File: src/rtl/i2s_sound_out.sv
`timescale 1ns/1ps
`default_nettype none
// ============================================================================
// Module   : i2s_sound_out
// Purpose  : I2S output stage for the synth mixer. A one-deep holding register
//            captures the signed left/right frame sums on a single-cycle strobe.
//            Each frame is then sent as standard I2S: left slot first, with the
//            MSB one BCLK after the LRCK edge. BCLK and LRCK are derived from the
//            single audio clock. Sticky flags report underrun and overrun.
// Ports    : sCLK_AUDIO  in  single clock, all logic on its rising edge
//            iRST_N      in  asynchronous active-low reset
//            lsound_in   in  signed left sample  [DATA_WIDTH-1:0]
//            rsound_in   in  signed right sample [DATA_WIDTH-1:0]
//            sample_stb  in  1-cycle pulse, lsound_in/rsound_in valid
//            mute        in  1 = frames loaded from now on carry zeros
//            clr_flags   in  clears the sticky flags
//            oBCLK       out I2S bit clock
//            oLRCK       out I2S word select, 0 = left slot
//            oDATA       out I2S serial data, changes on BCLK falling edge
//            frame_start out 1-cycle pulse when a frame enters the shifters
//            underrun    out sticky: a frame was loaded with no new sample
//            overrun     out sticky: a held sample was overwritten before load
// Revision : 1.0  initial release
// ============================================================================
module i2s_sound_out #(
  parameter int DATA_WIDTH = 24,  // sample width (16 for 16-bit builds)
  parameter int SLOT_WIDTH = 32,  // BCLK periods per slot, >= DATA_WIDTH+1
  parameter int BCLK_DIV   = 4    // clocks per BCLK half-period, >= 2
) (
  input  logic                  sCLK_AUDIO,
  input  logic                  iRST_N,
  input  logic [DATA_WIDTH-1:0] lsound_in,
  input  logic [DATA_WIDTH-1:0] rsound_in,
  input  logic                  sample_stb,
  input  logic                  mute,
  input  logic                  clr_flags,
  output logic                  oBCLK,
  output logic                  oLRCK,
  output logic                  oDATA,
  output logic                  frame_start,
  output logic                  underrun,
  output logic                  overrun
);

  localparam int CNT_W = $clog2(2 * SLOT_WIDTH);
  localparam int DIV_W = $clog2(BCLK_DIV);

  localparam logic [DIV_W-1:0] c_div_last = DIV_W'(BCLK_DIV - 1);
  localparam logic [CNT_W-1:0] c_bit_last = CNT_W'(2 * SLOT_WIDTH - 1);
  localparam logic [CNT_W-1:0] c_slot     = CNT_W'(SLOT_WIDTH);

  logic [DIV_W-1:0]      div_cnt_q,     div_cnt_d;
  logic                  bclk_q,        bclk_d;
  logic [CNT_W-1:0]      bit_cnt_q,     bit_cnt_d;
  logic                  lrck_q,        lrck_d;
  logic                  data_q,        data_d;
  logic                  frame_start_q, frame_start_d;
  logic                  underrun_q,    underrun_d;
  logic                  overrun_q,     overrun_d;
  logic                  fresh_q,       fresh_d;
  logic [DATA_WIDTH-1:0] hold_l_q,      hold_l_d;
  logic [DATA_WIDTH-1:0] hold_r_q,      hold_r_d;
  logic [DATA_WIDTH-1:0] shift_l_q,     shift_l_d;
  logic [DATA_WIDTH-1:0] shift_r_q,     shift_r_d;

  logic                  w_fall;      // this cycle drives BCLK 1->0
  logic                  w_load;      // this fall starts a new frame
  logic [CNT_W-1:0]      w_k;         // bit position inside the current slot
  logic [DATA_WIDTH-1:0] w_slot;      // sample owning the current slot
  logic                  w_set_under;
  logic                  w_set_over;

  always_comb begin
    // Bit-clock divider: BCLK toggles each time the counter wraps.
    div_cnt_d = div_cnt_q + DIV_W'(1);
    bclk_d    = bclk_q;
    w_fall    = 1'b0;
    if (div_cnt_q == c_div_last) begin
      div_cnt_d = '0;
      bclk_d    = ~bclk_q;
      w_fall    = bclk_q;
    end

    bit_cnt_d     = bit_cnt_q;
    lrck_d        = lrck_q;
    data_d        = data_q;
    frame_start_d = 1'b0;
    shift_l_d     = shift_l_q;
    shift_r_d     = shift_r_q;
    w_load        = 1'b0;
    w_k           = '0;
    w_slot        = shift_l_q;

    // Everything serial moves on the BCLK falling edge, so the codec sees
    // stable LRCK/DATA on its rising-edge sample point.
    if (w_fall) begin
      bit_cnt_d = (bit_cnt_q == c_bit_last) ? '0 : bit_cnt_q + CNT_W'(1);
      lrck_d    = (bit_cnt_d >= c_slot);
      w_load    = (bit_cnt_d == '0);
      w_k       = lrck_d ? (bit_cnt_d - c_slot) : bit_cnt_d;
      w_slot    = lrck_d ? shift_r_q : shift_l_q;
      // Position 0 is the one-BCLK I2S delay; positions past the sample
      // width are zero padding.
      data_d = 1'b0;
      for (int i = 0; i < DATA_WIDTH; i++) begin
        if (int'(w_k) == DATA_WIDTH - i) begin
          data_d = w_slot[i];
        end
      end
    end

    if (w_load) begin
      shift_l_d     = mute ? '0 : hold_l_q;
      shift_r_d     = mute ? '0 : hold_r_q;
      frame_start_d = 1'b1;
    end

    // Capture: the load above always reads the previous hold value, so a
    // strobe coinciding with a load is kept for the following frame.
    hold_l_d = sample_stb ? lsound_in : hold_l_q;
    hold_r_d = sample_stb ? rsound_in : hold_r_q;
    fresh_d  = fresh_q;
    if (w_load) begin
      fresh_d = 1'b0;
    end
    if (sample_stb) begin
      fresh_d = 1'b1;
    end

    w_set_under = w_load && !fresh_q;
    w_set_over  = sample_stb && fresh_q && !w_load;

    // A flag event in the same cycle as a clear takes priority.
    underrun_d = w_set_under ? 1'b1 : (clr_flags ? 1'b0 : underrun_q);
    overrun_d  = w_set_over  ? 1'b1 : (clr_flags ? 1'b0 : overrun_q);
  end

  always_ff @(posedge sCLK_AUDIO or negedge iRST_N) begin
    if (!iRST_N) begin
      div_cnt_q     <= '0;
      bclk_q        <= 1'b0;
      bit_cnt_q     <= c_bit_last;  // first fall wraps to 0 and loads a frame
      lrck_q        <= 1'b0;
      data_q        <= 1'b0;
      frame_start_q <= 1'b0;
      underrun_q    <= 1'b0;
      overrun_q     <= 1'b0;
      fresh_q       <= 1'b0;
      hold_l_q      <= '0;
      hold_r_q      <= '0;
      shift_l_q     <= '0;
      shift_r_q     <= '0;
    end else begin
      div_cnt_q     <= div_cnt_d;
      bclk_q        <= bclk_d;
      bit_cnt_q     <= bit_cnt_d;
      lrck_q        <= lrck_d;
      data_q        <= data_d;
      frame_start_q <= frame_start_d;
      underrun_q    <= underrun_d;
      overrun_q     <= overrun_d;
      fresh_q       <= fresh_d;
      hold_l_q      <= hold_l_d;
      hold_r_q      <= hold_r_d;
      shift_l_q     <= shift_l_d;
      shift_r_q     <= shift_r_d;
    end
  end

  assign oBCLK       = bclk_q;
  assign oLRCK       = lrck_q;
  assign oDATA       = data_q;
  assign frame_start = frame_start_q;
  assign underrun    = underrun_q;
  assign overrun     = overrun_q;

endmodule
`default_nettype wire

File: config.mk
export PLATFORM = sky130hd
export DESIGN_NAME = i2s_sound_out
export DESIGN_NICKNAME = d
export VERILOG_FILES = /design/src/rtl/i2s_sound_out.sv
export SDC_FILE = /design/constraint.sdc
export NUM_CORES = 1
export LEC_CHECK = 0
export BUFFER_PORTS_ARGS = -buffer_cell sky130_fd_sc_hd__buf_2
export CAP_MARGIN = 20
export CORE_MARGIN = 4
export CORE_UTILIZATION = 45
export DETAILED_ROUTE_END_ITERATION = 8
export PLACE_DENSITY = 0.71
export SYNTH_ARGS = -nofsm -noshare
export SYNTH_HDL_FRONTEND = slang
export SYNTH_SLANG_ARGS = --single-unit
export TNS_END_PERCENT = 20
File: constraint.sdc
create_clock -name sCLK_AUDIO -period 3.8 [get_ports sCLK_AUDIO]
set_input_delay 0.19 -clock sCLK_AUDIO [delete_from_list [all_inputs] [get_ports sCLK_AUDIO]]
set_output_delay 0.19 -clock sCLK_AUDIO [all_outputs]
set_load 0.01 [all_outputs]
==> results.yml, run 1 <==
critical_path:
  r2r_cells: 10
  crit_fanout: 13
  crit_arrival_ns: 3.30
  worstSetupEndpointType: "register"
  criticalPathCategory: "register to register"
  rrSetupSlack_ns: 0.73
  start_kind: "register"
  critPathLaunch: "bit_cnt_q[1]$_DFFE_PN1P_"
  worst_ep_required_time_ns: 4.03
  r2r-end: "oDATA$_DFFE_PN0P_"
  regToRegStartpoint: "bit_cnt_q[1]$_DFFE_PN1P_"
synthesis:
  synth_nets: 565
  ys_seq_area_frac: 0.518
  synth_top_area_cell: "dfrtp_1"
  syn_inst: 506
  avgSynthCellArea_um2: 10.6
  ys_top_cells_by_area: "dfrtp_1, mux2_2, nand2_1"
  synth_warnings: 0
  ys.flop_type: "dfrtp_1"
  synth_edf_count: 0
  synth_cell_type_count: 59
  netlist_area_um2: 5380
  synth-seq-cells: 111
  async_reset_ff_frac: 1.00
  yosysTopAreaCellShare: 0.489
cells_and_area:
  diodes: 0
  nets: 610
  drive_above_1_share: 0.257
  fillers: 1007
  seqCellArea_um2: 2790
  final_cell_mix: "nand2_1, dfrtp_1, buf_2"
  final_common_cell: "nand2_1"
  utilization: 0.524
  multiInputGateArea_um2: 2390
  syn2layout_area_growth_pct: 12.8
global_route:
  grt_pass1_vias: 3877
  grt_max_degree: 83
  antenna_found_initial: 0
  overflow: 0
  grt_pass1_wl_um: 19000
  grt_util_all_layers: 0.176
clocking:
  cts-buffers-inserted: 9
  clkLatencyLatePin_ns: 0.35
  cts.sinks: 111
  h-tree-depth: 3
  clk_pin_slew_ns: 0.07
  cts_tree: "done"
  cts_root_buffer: "clkbuf_16"
  cts.repair.resized: 0
  cts_buffer_depth: 2
detailed_routing:
  drc: 0
  first_pass_iters: 4
  vias: 3838
  drt_iter0_drc: 186
  viasPerCell: 5.49
  routed_wl_um: 11100
  ant_nets: 0
  wire_per_inst_um: 15.9
place:
  gp_congestion: 0.972
  io_buffers: 58
  hpwl_um: 7880
power:
  power_per_cell_area_nw_per_um2: 380
  ir_drop_uv: 272
  finalPower_mw: 2.31
  power_leakage_nw: 2.65
timing:
  hold_viol_final: 0
  clock_skew_ns: 0.00927
  post-route-min-period_ns: 3.07
  period_share: 0.809
  tightest_slew_ns: 1.03
  final.setup.tns_ns: 0
  finalSetupViolations: 0
  relSlewSlack: 0.313
  clock.fmax_mhz: 325
  slew_viol_final: 0
  rsz0062_at_grt: "no"
min_path:
  min_delay_path_depth: 2
  hp-class: "input port to register"
  worstHoldStart: "clr_flags"
  min_to: "overrun$_DFFE_PN0P_"
run_status:
  status: "finished, final reports clean"
floorplan:
  dieArea_um2: 13800
  rows: 39
  die_w_um: 117
  fp.dieH_um: 117
  start_util: 0.465
  core-area_um2: 11600
  boundaryPins: 59
run:
  max_cap_viol_count: 0
==> logic make-up (layout without fill, tap and decap cells) <==
| logic type | after synthesis | after routing | synth area share |
|---|---|---|---|
| xor gates and xnor gates | 4 | 4 | 0.0100 |
| DFF | 111 | 111 | 0.518 |
| muxes | 60 | 60 | 0.124 |
| buffers and inverters | 39 | 89 | 0.0363 |
| and+or+nand+nor | 219 | 219 | 0.210 |
| adders and majority gates | 6 | 6 | 0.0140 |
| AOI/OAI and AO/OA | 67 | 67 | 0.0882 |
==> cells in the mapped netlist, drive strengths merged, types with 2 or more instances <==
library cell / instances
mux2i: 9
o31ai: 5
a31oi: 2
nand3: 17
o32ai: 2
ha: 6
nand2b: 2
xnor2: 3
or3: 3
nand3b: 48
clkbuf: 13
a211o: 2
and2: 4
a21oi: 9
dfstp: 6
o22ai: 3
mux2: 51
a2111oi: 2
nor3: 6
a211oi: 6
and3: 4
o21ai: 15
buf: 18
o21a: 5
dfrtp: 105
o32a: 2
nand2: 117
nor2b: 2
o211ai: 3
nor2: 9
inv: 8
==> timing repair <==
action,CTS,global route
hold endpoints to repair,0,77
buffers inserted,0,0
hold buffers,0,1
==> layout make-up <==
cell class | count | share of cell area
clock buffer | 12 | 0.0423
clock inverter | 4 | 0.00619
inverter | 8 | 0.00495
multi-input combinational | 356 | 0.395
sequential | 111 | 0.459
tap | 143 | 0.0295
timing repair buffer | 65 | 0.0627
==> state kept, by name, summed over array words and instances (netlist names), 2 cells and up <==
register and flops:
shift_l_q 24, hold_l_q 24, shift_r_q 24, div_cnt_q 2, hold_r_q 24, bit_cnt_q 6
==> stage by stage <==
stage,cell area [um2],hold slack [ns],cells,setup slack (ns)
after floorplan,5380,-0.106,506,1.40
after global placement,5730,0.397,681,0.825
after detailed placement,5730,0.404,681,0.796
after CTS,6030,0.0290,697,0.775
after global routing,6060,0.0324,699,0.502
final,6060,0.0383,699,0.727
==> worst max path at each step <==
stage | to | slack [ns] | cells past startpoint
CTS | oDATA$_DFFE_PN0P_ | 0.77 | 10
global route | oDATA$_DFFE_PN0P_ | 0.50 | 10
detailed placement | oDATA$_DFFE_PN0P_ | 0.80 | 10
global placement | oDATA$_DFFE_PN0P_ | 0.82 | 10
floorplan | shift_l_q[10]$_DFFE_PN0P_ | 1.40 | 11
finish | oDATA$_DFFE_PN0P_ | 0.73 | 10
==> worst max-delay path: stages, from the launching register on <==
cell and delay [ns]:
dfstp_2 0.62, ha_1 0.41, a21oi_1 0.18, o21a_4 0.27
nor2_4 0.19, buf_4 0.24, mux2_2 0.36, a211oi_1 0.25
o31ai_1 0.09, o2111ai_1 0.22, nand3_1 0.10
==> power breakdown <==
group / internal [mW] / total [mW] / leakage, nW / switching [mW]
combinational: 0.0766 / 0.133 / 1.36 / 0.0563
sequential: 1.23 / 1.26 / 1.15 / 0.0299
clock: 0.490 / 0.910 / 0.139 / 0.420
==> layer usage <==
layer | GRT usage | share of wire | wire length, um | up-vias
met2 | 0.277 | 0.49 | 5480 | 73
met4 | 0.0589 | 0.017 | 188 | 0
met5 | 0 | 0 | 0 | -
met1 | 0.238 | 0.45 | 4970 | 1881
li1 | - | - | - | 1872
met3 | 0.0483 | 0.043 | 483 | 12
No activity file was read; power rests on OpenSTA's default activity.
==> run 2, diff against run 1 <==
Settings changed: ABC_AREA from default to 1.
Clock period 3.8 ns to 3.1 ns, I/O delays scaled along.
==> results.yml, run 2 <==
synthesis:
  synth_cell_type_count: 32
  ys_top_cells_by_area: "dfrtp_1, nand2_1, o21ai_0"
  synth_nets: 702
  synth_top_area_cell: "dfrtp_1"
  ys.flop_type: "dfrtp_1"
  synth_edf_count: 0
  netlist_area_um2: 5210
  syn_inst: 643
  avgSynthCellArea_um2: 8.10
  async_reset_ff_frac: 1.00
  synth-seq-cells: 111
  ys_seq_area_frac: 0.535
  synth_warnings: 0
  yosysTopAreaCellShare: 0.505
  synth_common_cells: "nand2_1, dfrtp_1, o21ai_0, inv_1, nand3_1"
  yosysMostFrequentCell: "nand2_1"
place:
  io_buffers: 58
  gp_congestion: 0.910
  hpwl_um: 8640
cells_and_area:
  nets: 801
  diodes: 0
  syn2layout_area_growth_pct: 23.6
  fillers: 1033
  final_common_cell: "nand2_1"
  drive_above_1_share: 0.182
  final_cell_mix: "nand2_1, dfrtp_1, o21ai_0"
detailed_routing:
  vias: 4433
  wire_per_inst_um: 14.0
  ant_nets: 0
  viasPerCell: 4.98
  first_pass_iters: 4
  drc: 0
  routed_wl_um: 12400
  drt_iter0_drc: 247
floorplan:
  start_util: 0.458
  core-area_um2: 11400
  die_w_um: 116
  fp.dieH_um: 116
  dieArea_um2: 13400
  rows: 39
  boundaryPins: 59
global_route:
  grt_max_degree: 58
  grt_pass1_wl_um: 21000
  grt_pass1_vias: 4396
  overflow: 0
  antenna_found_initial: 0
  grt_util_all_layers: 0.200
power:
  power_leakage_nw: 3.34
  power_per_cell_area_nw_per_um2: 466
  ir_drop_uv: 454
clocking:
  h-tree-depth: 3
  cts-buffers-inserted: 9
  cts.sinks: 111
  cts_tree: "done"
  cts_root_buffer: "clkbuf_16"
  cts_buffer_depth: 2
  clkLatencyLatePin_ns: 0.36
  clk_pin_slew_ns: 0.07
timing:
  relSlewSlack: 0.485
  finalSetupViolations: 0
  holdWs_ns: 0.00453
  hold_viol_final: 0
  post-route-min-period_ns: 3.04
  period_share: 0.980
  clock.fmax_mhz: 329
  final.setup.tns_ns: 0
  rsz0062_at_grt: "yes"
  tightest_slew_ns: 0.771
  clock_skew_ns: 0.0104
  slew_viol_final: 0
critical_path:
  path_buf_inv: 1
  start_kind: "register"
  critPathTopFamily: "simple AND/OR/NAND/NOR gates"
  crit_path_max_incr_delay_ns: 0.57
  slowest_stage: "dfstp_2"
  worstSetupEndpointType: "register"
  crit_top_cell: "nand2_1"
  crit_fanout: 6
  crit_arrival_ns: 3.28
  worst_ep_required_time_ns: 3.34
  criticalPathCategory: "register to register"
min_path:
  hp-class: "input port to register"
run:
  max_cap_viol_count: 0
run_status:
  status: "finished, final reports clean"
[run 2: where the power goes]
part / total (mW) / switching [mW] / internal (mW)
Combinational: 0.199 / 0.108 / 0.0902
Clock: 1.26 / 0.548 / 0.717
Sequential: 1.54 / 0.0321 / 1.50
[run 2: final cells by class]
type,instances,area [um2],share of cell area
Clock buffer,9,225,0.0350
Clock inverter,7,101,0.0158
Inverter,53,199,0.0309
Multi-Input combinational cell,449,2090,0.325
Sequential cell,111,2790,0.433
Tap cell,143,179,0.0278
Timing Repair Buffer,118,855,0.133
[run 2: tightest hold or removal path, stage by stage]
cell and delay (ns):
buf_2 0.08, nand2_1 0.04, nand2_1 0.05
[run 2: worst paths after layout]
kind	from	slack [ns]	cells after the start	endpoint
worst max register to register	bit_cnt_q[1]$_DFFE_PN1P_	0.06	35	oDATA$_DFFE_PN0P_
worst min register to register	div_cnt_q[0]$_DFF_PN0_	0.43	1	div_cnt_q[0]$_DFF_PN0_
worst min-delay path	lsound_in[19]	0.005	3	hold_l_q[19]$_DFFE_PN0P_
min in group asynchronous	iRST_N	0.39	2	hold_l_q[15]$_DFFE_PN0P_
worst max-delay path	bit_cnt_q[1]$_DFFE_PN1P_	0.06	35	oDATA$_DFFE_PN0P_
max in group asynchronous	iRST_N	1.97	3	hold_r_q[0]$_DFFE_PN0P_
[run 2: metrics by stage]
step	cell area, um2	cells	power, mW	setup WS, ns	util
finish	6430	890	3.00	0.0611	0.566
global route	6430	890	3.11	-0.280	0.566
global placement	5680	834	1.72	0.0420	0.500
floorplan	5210	643	1.64	0.260	-
detailed placement	5680	834	1.73	-0.0228	0.500
CTS	6390	888	3.03	0.0128	0.562
[run 2: logic make-up (layout without fill, tap and decap cells)]
logic type	after synthesis	count (layout)	share of synthesized area
xor gates and xnor gates	1	1	0.00529
adders and majority gates	6	6	0.0144
AOI/OAI and AO/OA	88	88	0.0925
buffers and inverters	84	187	0.0697
DFF	111	111	0.535
and+or+nand+nor	353	354	0.283
[run 2: per-layer routing]
layer	vias up	GRT usage	share of wire
met4	0	0.0673	0.018
met5	-	0	0
met2	80	0.329	0.49
met1	2115	0.268	0.46
li1	2219	-	-
met3	19	0.0397	0.036
[run 2: repair_timing]
item,4_1_cts,5_1_grt
endpoints found under the hold margin,86,0
cloned,0,1
endpoints found under the setup margin,1,1
buffers inserted,0,1
pin swaps,0,2
hold buffers,38,0
gates resized for setup,1,6
